File: src/rtl/sha256_msg_padder_if.sv
// ---------------------------------------------------------------------------
// sha256_msg_padder_if
//
// Purpose: bundles the two handshake streams of the SHA-256 message padder.
//   Input stream  : 32-bit big-endian message words, in_last / in_bytes mark
//                   the final word and how many of its bytes are valid.
//   Output stream : complete 512-bit padded blocks tagged first / last.
//
// Signals:
//   in_valid   word present              (source -> padder)
//   in_ready   padder accepts a word     (padder -> source)
//   in_data    message word, first byte in [31:24]
//   in_last    word ends the message
//   in_bytes   valid bytes in the last word (0..4, >4 means 4)
//   out_valid  out_block holds a padded block
//   out_ready  consumer takes the block
//   out_block  padded block, word 0 at [511:480]
//   out_first  block is the first of its message
//   out_last   block is the final block of its message
//
// Modports:
//   master  message source / block consumer side (the environment)
//   slave   padder side
// ---------------------------------------------------------------------------
interface sha256_msg_padder_if;
    logic         in_valid;
    logic         in_ready;
    logic [31:0]  in_data;
    logic         in_last;
    logic [2:0]   in_bytes;
    logic         out_valid;
    logic         out_ready;
    logic [511:0] out_block;
    logic         out_first;
    logic         out_last;

    modport master (
        output in_valid, in_data, in_last, in_bytes, out_ready,
        input  in_ready, out_valid, out_block, out_first, out_last
    );

    modport slave (
        input  in_valid, in_data, in_last, in_bytes, out_ready,
        output in_ready, out_valid, out_block, out_first, out_last
    );
endinterface

File: src/rtl/sha256_msg_padder.sv
// ---------------------------------------------------------------------------
// sha256_msg_padder
//
// Purpose: collects a byte message delivered as 32-bit big-endian words and
// emits FIPS 180-4 padded 512-bit blocks (0x80 marker, zero fill, 64-bit
// big-endian bit length). Blocks are tagged first/last so the chaining
// controller knows when to load the IV and when the digest is final.
// out_block word 0 sits at [511:480], matching the compression core's
// value input.
//
// Parameters:
//   LEN_W  width of the byte-length counter (<= 64); the bit length placed in
//          the block is the counter times 8, zero-extended to 64 bits.
//
// Ports:
//   clk    clock, all logic on the rising edge
//   rst_n  synchronous active-low reset
//   bus    sha256_msg_padder_if.slave (input word stream, output block stream)
//
// The padder holds one block only: it either fills (in_ready = 1) or emits
// (out_valid = 1), never both.
// ---------------------------------------------------------------------------
module sha256_msg_padder #(
    parameter int LEN_W = 64
) (
    input  logic                  clk,
    input  logic                  rst_n,
    sha256_msg_padder_if.slave    bus
);

    typedef enum logic [1:0] {
        FILL  = 2'd0,   // accepting message words
        EMIT  = 2'd1,   // presenting the block built from the buffer
        EXTRA = 2'd2    // presenting the trailing length-only block
    } state_t;

    state_t state, state_next;

    // Word buffer and counters
    logic [31:0]      word_q [16];
    logic [3:0]       wc;
    logic [LEN_W-1:0] len_q;
    logic             first_pending;

    // Extra-block bookkeeping, decided when the last word is accepted
    logic             extra_pend;   // a length-only block follows the current one
    logic             extra_lead;   // that block starts with the 0x80 marker

    // Registered outputs
    logic             out_valid_q;
    logic             out_first_q;
    logic             out_last_q;
    logic [511:0]     out_block_q;

    // Combinational helpers
    logic             accept;
    logic             emit_hs;
    logic             block_done;
    logic [2:0]       k;
    logic [31:0]      keep_mask;
    logic [31:0]      marker;
    logic [4:0]       p;
    logic [LEN_W-1:0] len_new;
    logic [63:0]      len_field_new;
    logic [63:0]      len_field_q;
    logic [511:0]     fill_block;
    logic [511:0]     extra_block;

    assign bus.in_ready  = rst_n && (state == FILL);
    assign bus.out_valid = out_valid_q;
    assign bus.out_first = out_first_q;
    assign bus.out_last  = out_last_q;
    assign bus.out_block = out_block_q;

    assign accept     = bus.in_valid && bus.in_ready;
    assign emit_hs    = out_valid_q && bus.out_ready;
    assign block_done = accept && (bus.in_last || (wc == 4'd15));

    // -----------------------------------------------------------------------
    // Last-word decode: byte mask, position of the 0x80 marker and the new
    // length. For k = 4 the marker moves to byte 0 of the following word.
    // -----------------------------------------------------------------------
    // NOTE: every signal written in always_comb gets a value on every path
    // (defaults or full case coverage), otherwise a latch is inferred.
    always_comb begin
        k = (bus.in_bytes > 3'd4) ? 3'd4 : bus.in_bytes;
        case (k)
            3'd0:    begin keep_mask = 32'h0000_0000; marker = 32'h8000_0000; end
            3'd1:    begin keep_mask = 32'hFF00_0000; marker = 32'h0080_0000; end
            3'd2:    begin keep_mask = 32'hFFFF_0000; marker = 32'h0000_8000; end
            3'd3:    begin keep_mask = 32'hFFFF_FF00; marker = 32'h0000_0080; end
            default: begin keep_mask = 32'hFFFF_FFFF; marker = 32'h8000_0000; end
        endcase
        p             = {1'b0, wc} + ((k == 3'd4) ? 5'd1 : 5'd0);
        len_new       = len_q + LEN_W'(k);
        len_field_new = 64'(len_new) << 3;
        len_field_q   = 64'(len_q) << 3;
    end

    // -----------------------------------------------------------------------
    // Block assembled from the buffer plus the word being accepted. Words
    // below wc come from the buffer, word wc is the incoming word (masked if
    // last), the marker lands at word p, and the length occupies words 14-15
    // only when the marker leaves room for it (p <= 13). With p = 16 no word
    // matches p, so the full data block goes out unmodified.
    // -----------------------------------------------------------------------
    always_comb begin
        fill_block = '0;
        for (int i = 0; i < 16; i++) begin
            logic [31:0] w;
            w = 32'h0;
            if (5'(i) < {1'b0, wc}) begin
                w = word_q[i];
            end else if (5'(i) == {1'b0, wc}) begin
                w = bus.in_last ? (bus.in_data & keep_mask) : bus.in_data;
            end
            if (bus.in_last && (5'(i) == p)) begin
                w = w | marker;
            end
            if (bus.in_last && (p <= 5'd13)) begin
                if (i == 14) w = len_field_new[63:32];
                if (i == 15) w = len_field_new[31:0];
            end
            fill_block[511 - 32*i -: 32] = w;
        end
    end

    // Length-only trailer; the counter already holds the final length.
    assign extra_block = {(extra_lead ? 32'h8000_0000 : 32'h0), 416'h0, len_field_q};

    // -----------------------------------------------------------------------
    // FSM: state register and next-state logic
    // -----------------------------------------------------------------------
    // NOTE: sequential state uses non-blocking assignments so every register
    // samples pre-edge values regardless of block ordering.
    always_ff @(posedge clk) begin
        if (!rst_n) begin
            state <= FILL;
        end else begin
            state <= state_next;
        end
    end

    always_comb begin
        state_next = state;
        case (state)
            FILL:    if (block_done) state_next = EMIT;
            EMIT:    if (emit_hs)    state_next = extra_pend ? EXTRA : FILL;
            EXTRA:   if (emit_hs)    state_next = FILL;
            default: state_next = FILL;
        endcase
    end

    // -----------------------------------------------------------------------
    // Word buffer
    // -----------------------------------------------------------------------
    // NOTE: the buffer is deliberately not reset: a word is only read back
    // after it has been written at a lower wc, so its reset value is never
    // observed.
    always_ff @(posedge clk) begin
        if ((state == FILL) && accept) begin
            word_q[wc] <= bus.in_data;
        end
    end

    // -----------------------------------------------------------------------
    // Counters, flags and registered outputs
    // -----------------------------------------------------------------------
    always_ff @(posedge clk) begin
        if (!rst_n) begin
            wc            <= 4'd0;
            len_q         <= '0;
            first_pending <= 1'b1;
            extra_pend    <= 1'b0;
            extra_lead    <= 1'b0;
            out_valid_q   <= 1'b0;
            out_first_q   <= 1'b0;
            out_last_q    <= 1'b0;
            out_block_q   <= '0;
        end else begin
            case (state)
                FILL: begin
                    if (accept) begin
                        if (bus.in_last) begin
                            len_q      <= len_new;
                            extra_pend <= (p >= 5'd14);
                            extra_lead <= (p == 5'd16);
                        end else begin
                            wc    <= wc + 4'd1;   // wraps 15 -> 0 on a full block
                            len_q <= len_q + LEN_W'(4);
                        end
                        if (block_done) begin
                            out_valid_q   <= 1'b1;
                            out_block_q   <= fill_block;
                            out_first_q   <= first_pending;
                            out_last_q    <= bus.in_last && (p <= 5'd13);
                            first_pending <= 1'b0;
                        end
                    end
                end

                EMIT: begin
                    if (emit_hs) begin
                        if (extra_pend) begin
                            // Trailer follows directly; out_valid stays high.
                            out_block_q <= extra_block;
                            out_first_q <= 1'b0;
                            out_last_q  <= 1'b1;
                            extra_pend  <= 1'b0;
                        end else begin
                            out_valid_q <= 1'b0;
                            wc          <= 4'd0;
                            if (out_last_q) begin
                                len_q         <= '0;
                                first_pending <= 1'b1;
                            end
                        end
                    end
                end

                EXTRA: begin
                    if (emit_hs) begin
                        out_valid_q   <= 1'b0;
                        wc            <= 4'd0;
                        len_q         <= '0;
                        first_pending <= 1'b1;
                    end
                end

                default: begin
                    out_valid_q <= 1'b0;
                end
            endcase
        end
    end

endmodule

File: src/flat_wrapper.sv
// flat-port wrapper written by rule: the top's interface ports become plain ports
module sha256_msg_padder_flat 
#(
    parameter int LEN_W = 64
)
  (clk, rst_n, bus_in_valid, bus_in_data, bus_in_last, bus_in_bytes, bus_out_ready, bus_in_ready, bus_out_valid, bus_out_block, bus_out_first, bus_out_last);
  sha256_msg_padder_if bus_i ();
  input  logic clk;
  input  logic rst_n;
  input wire logic [$bits(bus_i.in_valid)-1:0] bus_in_valid;
  input wire logic [$bits(bus_i.in_data)-1:0] bus_in_data;
  input wire logic [$bits(bus_i.in_last)-1:0] bus_in_last;
  input wire logic [$bits(bus_i.in_bytes)-1:0] bus_in_bytes;
  input wire logic [$bits(bus_i.out_ready)-1:0] bus_out_ready;
  output wire logic [$bits(bus_i.in_ready)-1:0] bus_in_ready;
  output wire logic [$bits(bus_i.out_valid)-1:0] bus_out_valid;
  output wire logic [$bits(bus_i.out_block)-1:0] bus_out_block;
  output wire logic [$bits(bus_i.out_first)-1:0] bus_out_first;
  output wire logic [$bits(bus_i.out_last)-1:0] bus_out_last;
  assign bus_i.in_valid = bus_in_valid;
  assign bus_i.in_data = bus_in_data;
  assign bus_i.in_last = bus_in_last;
  assign bus_i.in_bytes = bus_in_bytes;
  assign bus_i.out_ready = bus_out_ready;
  assign bus_in_ready = bus_i.in_ready;
  assign bus_out_valid = bus_i.out_valid;
  assign bus_out_block = bus_i.out_block;
  assign bus_out_first = bus_i.out_first;
  assign bus_out_last = bus_i.out_last;
  sha256_msg_padder #(.LEN_W(LEN_W)) u_core (.clk(clk), .rst_n(rst_n), .bus(bus_i));
endmodule
File: config.mk
export PLATFORM = sky130hd
export DESIGN_NAME = sha256_msg_padder_flat
export DESIGN_NICKNAME = d
export VERILOG_FILES = /design/src/rtl/sha256_msg_padder_if.sv /design/src/rtl/sha256_msg_padder.sv /design/src/flat_wrapper.sv
export SDC_FILE = /design/constraint.sdc
export NUM_CORES = 2
export LEC_CHECK = 0
export BUFFER_PORTS_ARGS = -buffer_cell sky130_fd_sc_hd__buf_2
export CAP_MARGIN = 20
export CORE_MARGIN = 3
export CORE_UTILIZATION = 50
export CTS_CLUSTER_DIAMETER = 60
export CTS_CLUSTER_SIZE = 28
export DETAILED_ROUTE_END_ITERATION = 8
export PLACE_DENSITY = 0.8
export SETUP_SLACK_MARGIN = 0.02
export SYNTH_ARGS = -nofsm -noshare
export SYNTH_HDL_FRONTEND = slang
export SYNTH_SLANG_ARGS = --single-unit
File: constraint.sdc
create_clock -name clk -period 4.17 [get_ports clk]
set_clock_uncertainty 0.05 [all_clocks]
set_input_delay 0.6255 -clock clk [delete_from_list [all_inputs] [get_ports clk]]
set_output_delay 0.6255 -clock clk [all_outputs]
set_load 0.02 [all_outputs]
After elaboration in Yosys (flattened, before gate mapping)
Memory sizes are Yosys's and may differ from the RTL's.
Index checks and enable logic that the tools add are counted.
- bits in registers: 588
- RAM bits: 512
- output and inout port bits: 516
- word-level logic and storage cells: 240
- memories kept: 1
- memories (name ; words ; width ; read ports ; clocked after memory_dff ; wr ports ; RTL line ; text):
    u_core.word_q ; 16 ; 32 ; 15 ; 0 ; 1 ; sha256_msg_padder.sv:40 ; logic [31:0] word_q [16];
- add/sub/neg operators: 4
- magnitude comparators: 18
- equality and inequality tests: 47
- mux-type cells: 106
- bitwise gates (word level): 17
- reductions and logical operators: 37
- operators with widths (cell ; count):
    512-bit two-way mux ; 4
    32-bit two-way mux ; 51
    512-bit one-hot mux with 2 select lines ; 1
    32-bit bitwise OR ; 16
    64-bit two-way mux ; 6
    64-bit one-hot mux with 3 select lines ; 1
    32-bit one-hot mux with 4 select lines ; 1
    32-bit one-hot mux with 3 select lines ; 1
    64-bit by 3-bit adder with 64-bit output ; 1
    64-bit by 3-bit adder with 64-bit output (second input constant) ; 1
    4-bit by 5-bit == test with 1-bit output (first input constant) ; 8
    32-bit bitwise AND ; 1
    4-bit == test (first input constant) ; 8
    4-bit less-than comparator (first input constant) ; 7
    1-bit two-way mux ; 24
    1-bit logical AND ; 22
    3-bit by 5-bit == test with 1-bit output (first input constant) ; 4
    4-bit two-way mux ; 5
    3-bit by 4-bit == test with 1-bit output (first input constant) ; 4
    3-bit by 4-bit less-than comparator with 1-bit output (first input constant) ; 4
    2-bit by 1-bit != test with 1-bit output (second input constant) ; 6
    4-bit one-hot mux with 3 select lines ; 1
    6-bit AND reduction ; 2
    2-bit by 5-bit == test with 1-bit output (first input constant) ; 2
    other kinds (34) ; 48

Logic depth before layout (Yosys ltp)
- depth after elaboration: 14
- mapped depth: 11
- mapped depth without buffers: 10

Worst setup path before layout
OpenSTA, ideal clock, no wires.
- kind: reg-to-reg
- start point: register u_core.wc[0]
- end point: memory u_core.word_q[8][0], enable pin
- setup time: 421 ps
- arrival time: 3008 ps
- required time: 3699 ps
- path slack: 691 ps
- stages on the path, launching flop included: 9
- path buffers: 4
- clock period less this slack: 3479 ps
- cells stage by stage: dfxtp_1 -> clkbuf_1 -> inv_1 -> ha_1 -> clkbuf_1 -> nand2_1 -> clkbuf_1 -> clkbuf_1 -> nor2_1
- RTL lines (item ; RTL line ; text):
    start: declaration ; sha256_msg_padder.sv:41 ; logic [3:0] wc;
    start signal: assignment ; sha256_msg_padder.sv:189 ; wc <= wc + 4'd1;
    end: declaration ; sha256_msg_padder.sv:40 ;
Straight into the memory's write port.

Worst setup path in the final report
- start point: register u_core.wc[1]
- end point: register u_core.out_block_q[41] (netlist: u_core.bus.out_block[41])
- longest elaborated chain between the ends: 9
- elaborated cells between the ends (all ways): 20
- those cells by class: 1 x add/sub; 2 x order compare; 4 x eq/ne; 7 x mux; 1 x bitwise; 5 x reduce/logical
- ends and longest elaborated chain (item ; RTL line ; text):
    parallel branches: the longest is 9 deep, another holds 4-bit by 5-bit adder with 5-bit output ; n/a ;
    end signal: assignment ; sha256_msg_padder.sv:194 ; out_block_q <= fill_block;
    end signal: assignment ; sha256_msg_padder.sv:206 ; out_block_q <= extra_block;
    end: declaration ; sha256_msg_padder.sv:53 ; logic [511:0] out_block_q;
Several ways; the timed one is not identified. The select of a mux whose other input is x is not followed.
A chain may end at the register's enable or synchronous reset.

==> results by group <==
Run status
  – Status: complete, no violations

Final layout
  – Area Overhead vs Synth: 16.8%
  – Core Util, Final: 0.594
  – Share of cells above drive strength 1: 0.197
  – Most frequent cells in the layout: 584 x dfxtp_1, 560 x nor2_1, 557 x a21oi_1, 555 x buf_2, 480 x edfxtp_1
  – Most common cell after layout, fill and taps aside: dfxtp_1
  – Nets: 5132

Floorplanning
  – Die Height: about 300 um
  – Initial core utilization: 0.509
  – Core Box Area: 89200 um^2
  – Die W: 307 um
  – Die area: 94400 um^2
  – Floorplan row count: around 110
  – IO Pins: 556

Logic synthesis
  – Post-Synthesis Net Count: 4747
  – Complex-gate fraction of the synthesized area: 0.189
  – FFs w/ async S/R, synth: 0
  – Largest family of logic cells by synthesized area: compound AO/OA/AOI/OAI gates
  – Ys flop type: dfxtp_1
  – Xor and xnor area share after synthesis: 0.00425
  – Synth Area in Simple Gates: 0.167
  – Synth Area per Inst: 9.67 um^2
  – Post-synthesis cell type count: 86
  – Cell count after synthesis: 4692
  – Sequential-to-total area share from yosys stat: 0.576
  – Number of enable flip-flop cells after synthesis: 480
  – Multiplexer share of the synthesized area: 0.0165
  – Yosys Warn Count: 0
  – Post-synth design cell area: 45400 um^2
  – Seq cells post-synth: 1065
  – Post-synthesis adder-cell area fraction: 0.00430

STA
  – Normalized max-slew margin: 0.154
  – RSZ-0062 raised after global routing: no
  – Slew @ Worst Pin: about 1.3 ns
  – Final period utilization: 0.833
  – Fmax: 0.288 GHz
  – Final Slew Violations: 0
  – Setup-failing EPs final: 0
  – Post-layout minimum cycle time: 3.47 ns
  – Sum of negative setup slack: 0 ns
  – Final Hold Vio Count: 0

Clock network
  – CTS tree: done
  – Postcts setup bufs: 0
  – Clock Latency Late Sink: 0.70 ns
  – Clk buf depth: 3
  – Clock Sinks: 1065
  – Clk pin slew, worst setup/hold paths: ~0.10 ns
  – CTS buffer count: 82
  – H-tree depth: 3
  – Root Buffer: clkbuf_16
  – Cts repair resizes: 0
  – Hold-fix buffers, CTS: 0

Flow run
  – Max cap viols: 0

Min path
  – Hold Path Depth: 1
  – Hold Crit Class: primary input to register
  – Worst Hold Path EP: u_core.word_q[3][7]
  – Hold path start: bus_in_data[7]

Critical path
  – Reg-to-reg setup timing slack: 0.70 ns
  – Reg2reg start: u_core.wc[1]
  – R2R Path End: u_core.bus.out_block[41]
  – Crit start category: register
  – Arrival @ worst endpoint: about 4 ns
  – Crit-path max FO: 20
  – WS Path Type: register to register
  – Setup crit end kind: register
  – Worst Path Required: approximately 4.7 ns
  – Worst reg2reg path depth: 8

Place
  – PortBufs: 555
  – GP Congestion: around 1.0
  – Post-detail-place hpwl: 127 mm

GRT
  – Pin count of the biggest net entering global routing: 145
  – First-pass GRT wire length: 270 mm
  – Initial antenna violation count: 20
  – Grt ovf: 0
  – Number of global-route vias before repair: 39000
  – Tot GR Track Use: 0.389

Drt
  – DR iter-0 viols: between 7000 and 8000
  – DRT Pass-1 Iters: 8
  – Vias: 42400
  – DRT antenna net count: 0
  – Residual DRC: 0
  – Wire per inst: 30.3 um
  – Routed vias/inst: between 6 and 7
  – Routed wire length: 192 mm

Pwr
  – Leak: about 19 nW
  – Maximum VDD drop: between 0.0004 and 0.0005 V
  – Power per cell area: 420 nW/um^2
flip-flops by register name (all words and copies together), names as in the netlist:
signal,flops
u_core.word_q,480
u_core.bus.out_valid,1
u_core.wc,4
u_core.extra_lead,1
u_core.bus.out_last,1
u_core.extra_pend,1
u_core.bus.out_first,1
u_core.state,2
u_core.len_q,61
u_core.first_pending,1
u_core.bus.out_block,512
synth_stat cells, types with 21 or more instances:
master / count / area share
dfxtp_1: 585 / 0.26
nor2_1: 583 / 0.048
a21oi_1: 558 / 0.062
edfxtp_1: 480 / 0.32
clkbuf_1: 432 / 0.036
a22oi_1: 369 / 0.061
nor3_1: 307 / 0.034
nand2_1: 296 / 0.024
o21ai_0: 199 / 0.022
nand3_1: 197 / 0.022
mux2i_1: 68 / 0.015
o31ai_1: 58 / 0.0096
nand4_1: 53 / 0.0073
nor4_1: 35 / 0.0048
buf_2: 32 / 0.0035
and2_1: 30 / 0.0041
a31oi_1: 29 / 0.0040
or3_1: 23 / 0.0032
inv_1: 21 / 0.0017
kinds of logic after synthesis:
family                     count (synthesis)
xor gates and xnor gates                  22
muxes                                     74
DFF                                     1065
adders and majority gates                 15
buffers and inverters                    506
and+or+nand+nor                         1634
AOI/OAI and AO/OA                       1376
how the worst max path moves through the flow:
stage	startpoint	endpoint	slack, ns	cells past startpoint
2_1_floorplan	u_core.wc[0]	u_core.word_q[8][0]	0.69	8
3_3_place_gp	bus_in_bytes[2]	u_core.bus.out_block[63]	0.52	12
3_5_place_dp	bus_in_bytes[2]	u_core.len_q[30]	0.49	13
4_1_cts	u_core.wc[0]	u_core.bus.out_block[320]	0.82	9
5_1_grt	u_core.wc[1]	u_core.bus.out_block[280]	0.62	8
6_report	u_core.wc[1]	u_core.bus.out_block[41]	0.70	8
where the power goes:
| group | switching, mW | internal, mW |
|---|---|---|
| combinational | 1.83 | 0.522 |
| sequential | 0.0936 | 11.0 |
| clock | 4.68 | 4.12 |
| total | 6.60 | 15.6 |
per-layer routing:
layer / GRT usage / vias to the layer above / wire length, um
met1: 0.505 / 20200 / 67200
met3: 0.131 / 679 / 29500
met5: 0 / - / 48
met2: 0.566 / 3549 / 81400
met4: 0.232 / 4 / 13400
li1: - / 18000 / -
final cells by class:
cell class | instances | area [um^2]
antenna | 10 | 25.0
clock buffer | 85 | 2080
clock inverter | 67 | 950
fill | 7407 | 36200
inverter | 22 | 90.1
multi-input combinational | 3121 | 17500
sequential | 1065 | 26100
tap | 1165 | 1460
timing repair buffer | 785 | 4760
stage by stage:
| stage | instances | total power [mW] | setup slack, ns | cell area, um^2 | hold WS (ns) |
|---|---|---|---|---|---|
| 2_1_floorplan | 4692 | 12.5 | 0.691 | 45400 | 0.382 |
| 3_3_place_gp | 6155 | 13.5 | 0.518 | 49900 | 0.387 |
| 3_5_place_dp | 6157 | 13.6 | 0.491 | 49900 | 0.388 |
| 4_1_cts | 6309 | 22.1 | 0.815 | 53000 | 0.301 |
| 5_1_grt | 6310 | 22.7 | 0.617 | 53000 | 0.312 |
| 6_report | 6320 | 22.2 | 0.696 | 53000 | 0.332 |
critical path, cell delays in order (launching register included):
cell and delay [ns]:
dfxtp_1 0.67, ha_1 0.66, nand2b_1 0.28, nor2_2 0.36, buf_4 0.35, a22oi_1 0.18, nor3_1 0.48, a21oi_1 0.12
a31oi_1 0.17
Note: power is estimated with default switching activity, not from simulation.
